**config.mk**
```make
export PLATFORM = sky130hd
export DESIGN_NAME = ss_write_data
export DESIGN_NICKNAME = d
export VERILOG_FILES = /design/src/rtl/ss_write_data.sv
export SDC_FILE = /design/constraint.sdc
export NUM_CORES = 1
export LEC_CHECK = 0
export BUFFER_PORTS_ARGS = -buffer_cell sky130_fd_sc_hd__buf_2
export CORE_MARGIN = 5
export CORE_UTILIZATION = 45
export DETAILED_ROUTE_END_ITERATION = 16
export GPL_TIMING_DRIVEN = 0
export PLACE_DENSITY = 0.7
export SYNTH_ARGS = -nofsm -noshare
export SYNTH_HDL_FRONTEND = slang
export SYNTH_SLANG_ARGS = --single-unit
```
**constraint.sdc**
```tcl
create_clock -name i_clk -period 2 [get_ports i_clk]
set_input_delay 0.2 -clock i_clk [delete_from_list [all_inputs] [get_ports i_clk]]
set_output_delay 0.2 -clock i_clk [all_outputs]
set_load 0.02 [all_outputs]
```
**src/rtl/ss_write_data.sv**
```systemverilog
// RAM write-side sequencer: on a start edge, streams accepted valid/ready words
// into consecutive RAM addresses from a start index to an inclusive end index.
module ss_write_data #(
  parameter int SIZE_ADDR = 6,
  parameter int SIZE_DATA = 8
) (
  input  logic                 i_clk,
  input  logic                 i_rst,
  input  logic                 i_start_write_data,
  input  logic [SIZE_ADDR-1:0] i_si_ram,
  input  logic [SIZE_ADDR-1:0] i_ei_ram,
  input  logic [SIZE_DATA-1:0] i_data,
  input  logic                 i_data_valid,
  output logic                 o_ready,
  output logic [SIZE_ADDR-1:0] o_addr_ram,
  output logic [SIZE_DATA-1:0] o_data_ram,
  output logic                 o_we_ram,
  output logic                 o_busy,
  output logic [SIZE_ADDR:0]   o_word_count,
  output logic                 o_done_write_data
);

  typedef enum logic [1:0] {
    IDLE  = 2'd0,
    WRITE = 2'd1,
    DONE  = 2'd2
  } state_t;

  state_t               state;
  logic                 start_d;
  logic                 start_block;
  logic [SIZE_ADDR-1:0] cur_addr;
  logic [SIZE_ADDR-1:0] end_addr;
  logic                 start_pulse;
  logic                 accept;

  assign start_pulse = i_start_write_data & ~start_d & ~start_block;
  assign accept      = i_data_valid & o_ready;

  // Start edge history; start_block masks a level that was already high during reset.
  always_ff @(posedge i_clk) begin
    if (i_rst) begin
      start_d     <= 1'b0;
      start_block <= i_start_write_data;
    end else begin
      start_d     <= i_start_write_data;
      start_block <= start_block & i_start_write_data;
    end
  end

  // Burst sequencer with registered RAM-side and status outputs.
  always_ff @(posedge i_clk) begin
    if (i_rst) begin
      state             <= IDLE;
      cur_addr          <= '0;
      end_addr          <= '0;
      o_ready           <= 1'b0;
      o_addr_ram        <= '0;
      o_data_ram        <= '0;
      o_we_ram          <= 1'b0;
      o_busy            <= 1'b0;
      o_word_count      <= '0;
      o_done_write_data <= 1'b0;
    end else begin
      o_we_ram          <= 1'b0;
      o_done_write_data <= 1'b0;
      case (state)
        IDLE, DONE: begin
          // The done pulse fires the cycle after the final write, even on a back-to-back restart.
          o_done_write_data <= (state == DONE);
          if (start_pulse) begin
            state        <= WRITE;
            cur_addr     <= i_si_ram;
            end_addr     <= i_ei_ram;
            o_word_count <= '0;
            o_ready      <= 1'b1;
            o_busy       <= 1'b1;
          end else begin
            state   <= IDLE;
            o_ready <= 1'b0;
            o_busy  <= 1'b0;
          end
        end
        WRITE: begin
          if (accept) begin
            o_we_ram     <= 1'b1;
            o_addr_ram   <= cur_addr;
            o_data_ram   <= i_data;
            o_word_count <= o_word_count + (SIZE_ADDR + 1)'(1);
            cur_addr     <= cur_addr + SIZE_ADDR'(1);
            if (cur_addr == end_addr) begin
              state   <= DONE;
              o_ready <= 1'b0;
              o_busy  <= 1'b0;
            end else begin
              state <= WRITE;
            end
          end else begin
            state <= WRITE;
          end
        end
        default: begin
          state   <= IDLE;
          o_ready <= 1'b0;
          o_busy  <= 1'b0;
        end
      endcase
    end
  end

endmodule

```
# After elaboration in Yosys (flattened, before gate mapping)
# Cells that the tools add are included.
[op_classes] n_addsub=2 eq_ne=6 muxes=16 n_bitwise=8 reduce_logical=9
[ops] op="$mux W7" n=2
[ops] op="$pmux W7 S2" n=1
[ops] op="$mux W6" n=2
[ops] op="$pmux W6 S2" n=1
[ops] op="$add A7 B1 Y7 const B" n=1
[ops] op="$add A6 B1 Y6 const B" n=1
[ops] op="$eq A6 B6 Y1" n=1
[ops] op="$mux W1" n=6
[ops] op="$ne A2 B2 Y1 const B" n=3
[ops] op="$reduce_and A2 Y1" n=3
[ops] op="$reduce_or A2 Y1" n=3
[ops] op="$and A1 B1 Y1" n=4
[ops] op="$mux W2" n=2
[ops] op="$not A1 Y1" n=4
[ops] op="$pmux W2 S2" n=1
[ops] op="$reduce_and A3 Y1" n=1
[ops] op="$eq A2 B1 Y1 const B" n=1
[ops] op="$eq A2 B2 Y1 const B" n=1
[ops] op="$logic_not A2 Y1" n=1
[ops] op="$pmux W1 S2" n=1
[ops] op="$reduce_bool A2 Y1" n=1
[word_totals] regBits=40 inputBits=24 output_inout_bits=25 word_cells=52

# Depth between registers and ports, before layout
[logic_depth] ltp_word=5 ltp_mapped=6 mapped_depth_nobuf=4

# Worst setup path before layout
# OpenSTA, ideal clock, no wires.
[synth_path] path_type="register to register" from="register start_d" to="register o_word_count[5]" setup_ns=0.072 t_arrival_ns=1.360 required_ns=1.928 setup_slack_ns=0.569 path_stages_with_launch=5 path_buffers=1 period_less_slack_ns=1.431 cell_sequence="dfxtp_1 or4b_4 buf_6 a211oi_2 mux2i_1"
[synth_between] elab_chain_cells=5
[synth_lines] item="start, declared" line="30" text="logic start_d;"
[synth_lines] item="start signal, assigned" line="46" text="start_d <= i_start_write_data;"
[synth_lines] item="$not A1 Y1" line="37" text="assign start_pulse = i_start_write_data & ~start_d & ~start_block;"
[synth_lines] item="$and A1 B1 Y1 (2 in series)" line="37"
[synth_lines] item="$ne A2 B2 Y1 (no line)"
[synth_lines] item="$reduce_and A3 Y1 (no line)"
[synth_lines] item="end signal, assigned" line="89" text="o_word_count <= o_word_count + (SIZE_ADDR + 1)'(1);"
[synth_lines] item="end, declared" line="19" text="output logic [SIZE_ADDR:0] o_word_count,"
# Every way passes these cells.
# A chain may end at the register's enable or synchronous reset.

# Worst setup path in the final report
[layout_path] from="register state[0]" to="register o_addr_ram[3]"
[layout_between] elab_chain_cells=2
[layout_lines] item="start, declared" line="29" text="state_t state;"
[layout_lines] item="start signal, assigned" line="54" text="state <= IDLE;"
[layout_lines] item="start signal, assigned" line="72" text="state <= WRITE;"
[layout_lines] item="start signal, assigned" line="79" text="state <= IDLE;"
[layout_lines] item="$eq A2 B1 Y1" line="67" text="case (state)"
[layout_lines] item="$reduce_and A2 Y1 (no line)"
[layout_lines] item="end signal, assigned" line="87" text="o_addr_ram <= cur_addr;"
[layout_lines] item="end, declared" line="15" text="output logic [SIZE_ADDR-1:0] o_addr_ram,"
# Every way passes these cells.

==> results.md <==
- Fmax: 0.6458 GHz
- # fillers: 387
- Global-route wire length before repair: approximately 7600 um
- Largest net degree at the start of global routing: 12
- Clock transition at path regs: 0.07 ns
- Clock latency on the worst-skew pair: 0.29 ns
- Setup violators final: 0
- DR vias/cell: 5.414
- Setup crit start kind: flip-flop
- Clk root buf: clkbuf_8
- Number of CTS-inserted buffers: 5
- Post-synth EDFFs: 0
- Register area: 800.8 um^2
- Mean Syn Cell Area: 8.639 um^2
- Synth-to-layout area growth: 21.07%
- FF-to-FF Start: state[0]$_SDFF_PP0_
- Iteration-0 DRC Markers: 111
- CTS-repair resized insts: 0
- Die Ht: 73.34 um
- Crit path max-delay family: buffers and inverters
- Crit path buf inv count: 3
- Min-delay src: i_data[1]
- Clk sinks: 40
- Worst path max stage delay: 0.33 ns
- Pwr dens: about 720 mW/mm^2
- Status: finished clean
- Core Region: 0.003943 mm^2
- Vias in the first global route: 1607
- Crit-path cells: buf_4 > and4b_1 > buf_2 > buf_4 > nand2_1 > a21oi_1
- Type of the worst min-delay path: in2reg
- Hold depth: 3
- Post-CTS setup buffer count: 0
- RSZ-0062 raised after global routing: false
- DR DRC count: 0
- Post-DP HPWL: ~3300 um
- End of the worst register-to-register path: o_addr_ram[3]$_SDFFE_PP0P_
- Grt ovf: 0
- Row cnt: 23
- Port-buffer cells: 48
- Worst Max-Slew Pin Slew: 0.4683 ns
- Die W: 73.34 um
- Hold slack final: 0.1361 ns
- Routed len/inst: 14.38 um
- Net Count, Synth: 235
- Reg2Reg Setup Slack: around 0.45 ns
- CTS Buffer Depth: 2
- Worst path most repeated cell: buf_4
- Fraction of registers with async set/reset: 0%
- Vias: 1700
- Synth Instances: 209
- Post-synthesis register bit count: 40
- GRT Util Overall: 18.37%
- Critical Path Slowest Stage Cell: dfxtp_1
- Initial Util: 45.79%
- Req. time, crit path: roughly 2.2 ns
- Number of I/O pins: 49
- Fin. Hold Viols: 0
- Slew headroom: 68.78%
- Leakage Power: just over 0.0009 uW
- Ys Warns: 0
- Hold EP: o_data_ram[1]$_SDFFE_PP0P_
- Cell accounting for the most synthesized area: dfxtp_1
- Die area: ~0.0054 mm^2
- R2R depth: 6
- Setup TNS: 0 ns
- CP endpoint kind: flip-flop
- Htree depth: 2
- Post-synthesis sequential area ratio: 44.35%
- Initial antenna violation count: 0
- Nets: 290
- Max FO, Critical Path: 10
- Minimum clock period: 1.548 ns
- CP Data Arrival Time: 1.77 ns
- # Max-Cap Violations: 0
- Post-route ant nets: 0
- Skew final: 0.006876 ns
- Area contributors post-synth: dfxtp_1, nand2_1, a21oi_1
- Final Max Tran Viols: 0
- Commonest cells post-synth: nand2_1, dfxtp_1, a21oi_1
- Worst vdd ir: about 0.49 mV
- CTS Hold Buffers Added: 0
- Final GP Congestion: 0.8909
- Drt pass-1 iters: 4
- Antenna Cells: 0
- CTS tree: built
- Post-synth top area share: between 40 and 50%
- WL final: 4514 um
- Mapped Area: between 0.0015 and 0.002 mm^2
- Post-synthesis cell type count: 47
- Footprint of the multi-input gates: 899.6 um^2
- Post-synth top flop: dfxtp_1
- Cell with the most instances after synthesis: nand2_1
- Kind of critical path: reg2reg
- Final worst path period share: 77.42%
- Fraction of layout cells with a size suffix above 1: 26.14%
==> cell type report <==
class                      instances  area share (%)
multi-input combinational        149           41.16
sequential                        40           36.63
timing repair buffer              48           10.99
buffer                            15           3.950
clock buffer                       6           3.320
tap                               50           2.862
inverter                           5          0.8586
clock inverter                     1          0.2290
==> metal layers <==
layer	global-route usage (%)	up-vias	share of wire, %
li1	-	854	-
met1	23.99	797	45
met2	28.20	42	47
met3	5.062	7	6.4
met4	8.249	0	1.6
met5	0	-	0
==> how the worst max path moves through the flow <==
stage | startpoint | to | depth (start not counted)
5_1_grt | state[0]$_SDFF_PP0_ | cur_addr[0]$_SDFFE_PP0P_ | 5
6_report | state[0]$_SDFF_PP0_ | o_addr_ram[3]$_SDFFE_PP0P_ | 6
4_1_cts | state[0]$_SDFF_PP0_ | o_addr_ram[3]$_SDFFE_PP0P_ | 6
3_3_place_gp | state[0]$_SDFF_PP0_ | cur_addr[0]$_SDFFE_PP0P_ | 5
2_1_floorplan | start_d$_SDFF_PP0_ | o_word_count[5]$_SDFFE_PP0P_ | 4
3_5_place_dp | state[0]$_SDFF_PP0_ | cur_addr[0]$_SDFFE_PP0P_ | 5
==> per-stage QoR <==
stage / area (um^2) / power, uW / util [%] / setup WS, ns / instances
after CTS: 2186 / 1582 / 55.44 / 0.4349 / 314
after floorplan: 1805 / 1005 / - / 0.5687 / 209
after global routing: 2186 / 1644 / 55.44 / 0.2836 / 314
after global placement: 2108 / 1075 / 53.48 / 0.4548 / 307
after detailed placement: 2108 / 1077 / 53.48 / 0.4375 / 307
final: 2186 / 1567 / 55.44 / 0.4516 / 314
==> power by group <==
part | internal, uW | switching, uW | total [uW] | leakage [uW]
Sequential | 821 | 30.9 | 852 | 0.000325
Combinational | 91.4 | 116 | 207 | 0.000553
Clock | 237 | 271 | 508 | 0.0000410
Total | 1150 | 418 | 1570 | 0.000919
==> cell families after synthesis <==
family / count (synthesis) / synth area share [%]
AND/OR/NAND/NOR: 88 / 25.29
AO/OA/AOI/OAI: 50 / 18.50
flip-flops: 40 / 44.35
multiplexers: 3 / 1.733
buffers and inverters: 20 / 5.821
adder cells (fa/ha/maj): 2 / 1.386
XOR/XNOR: 6 / 2.911
==> layout by cell type, fill, tap and decap left out, types with 4 or more instances in the layout <==
cell / instances
a21oi_1: 24
buf_2: 51
buf_4: 5
clkbuf_1: 6
clkbuf_8: 5
dfxtp_1: 40
inv_1: 5
nand2_1: 48
nand3_1: 6
nor2_1: 4
nor3_1: 4
xor2_1: 6
==> worst register-to-register path: cells and delay by family (launching register included) <==
family                 cells  cell delay [ns]
buffers and inverters      3             0.64
flip-flops                 1             0.33
AND/OR/NAND/NOR            2             0.37
AO/OA/AOI/OAI              1             0.13
==> state kept, by name (all words and copies together) (netlist names) <==
register and count:
o_data_ram 8, o_word_count 7, cur_addr 6, end_addr 6, o_addr_ram 6, state 2
o_busy 1, o_done_write_data 1, o_we_ram 1, start_block 1, start_d 1
(Power assumes the default switching activity.)
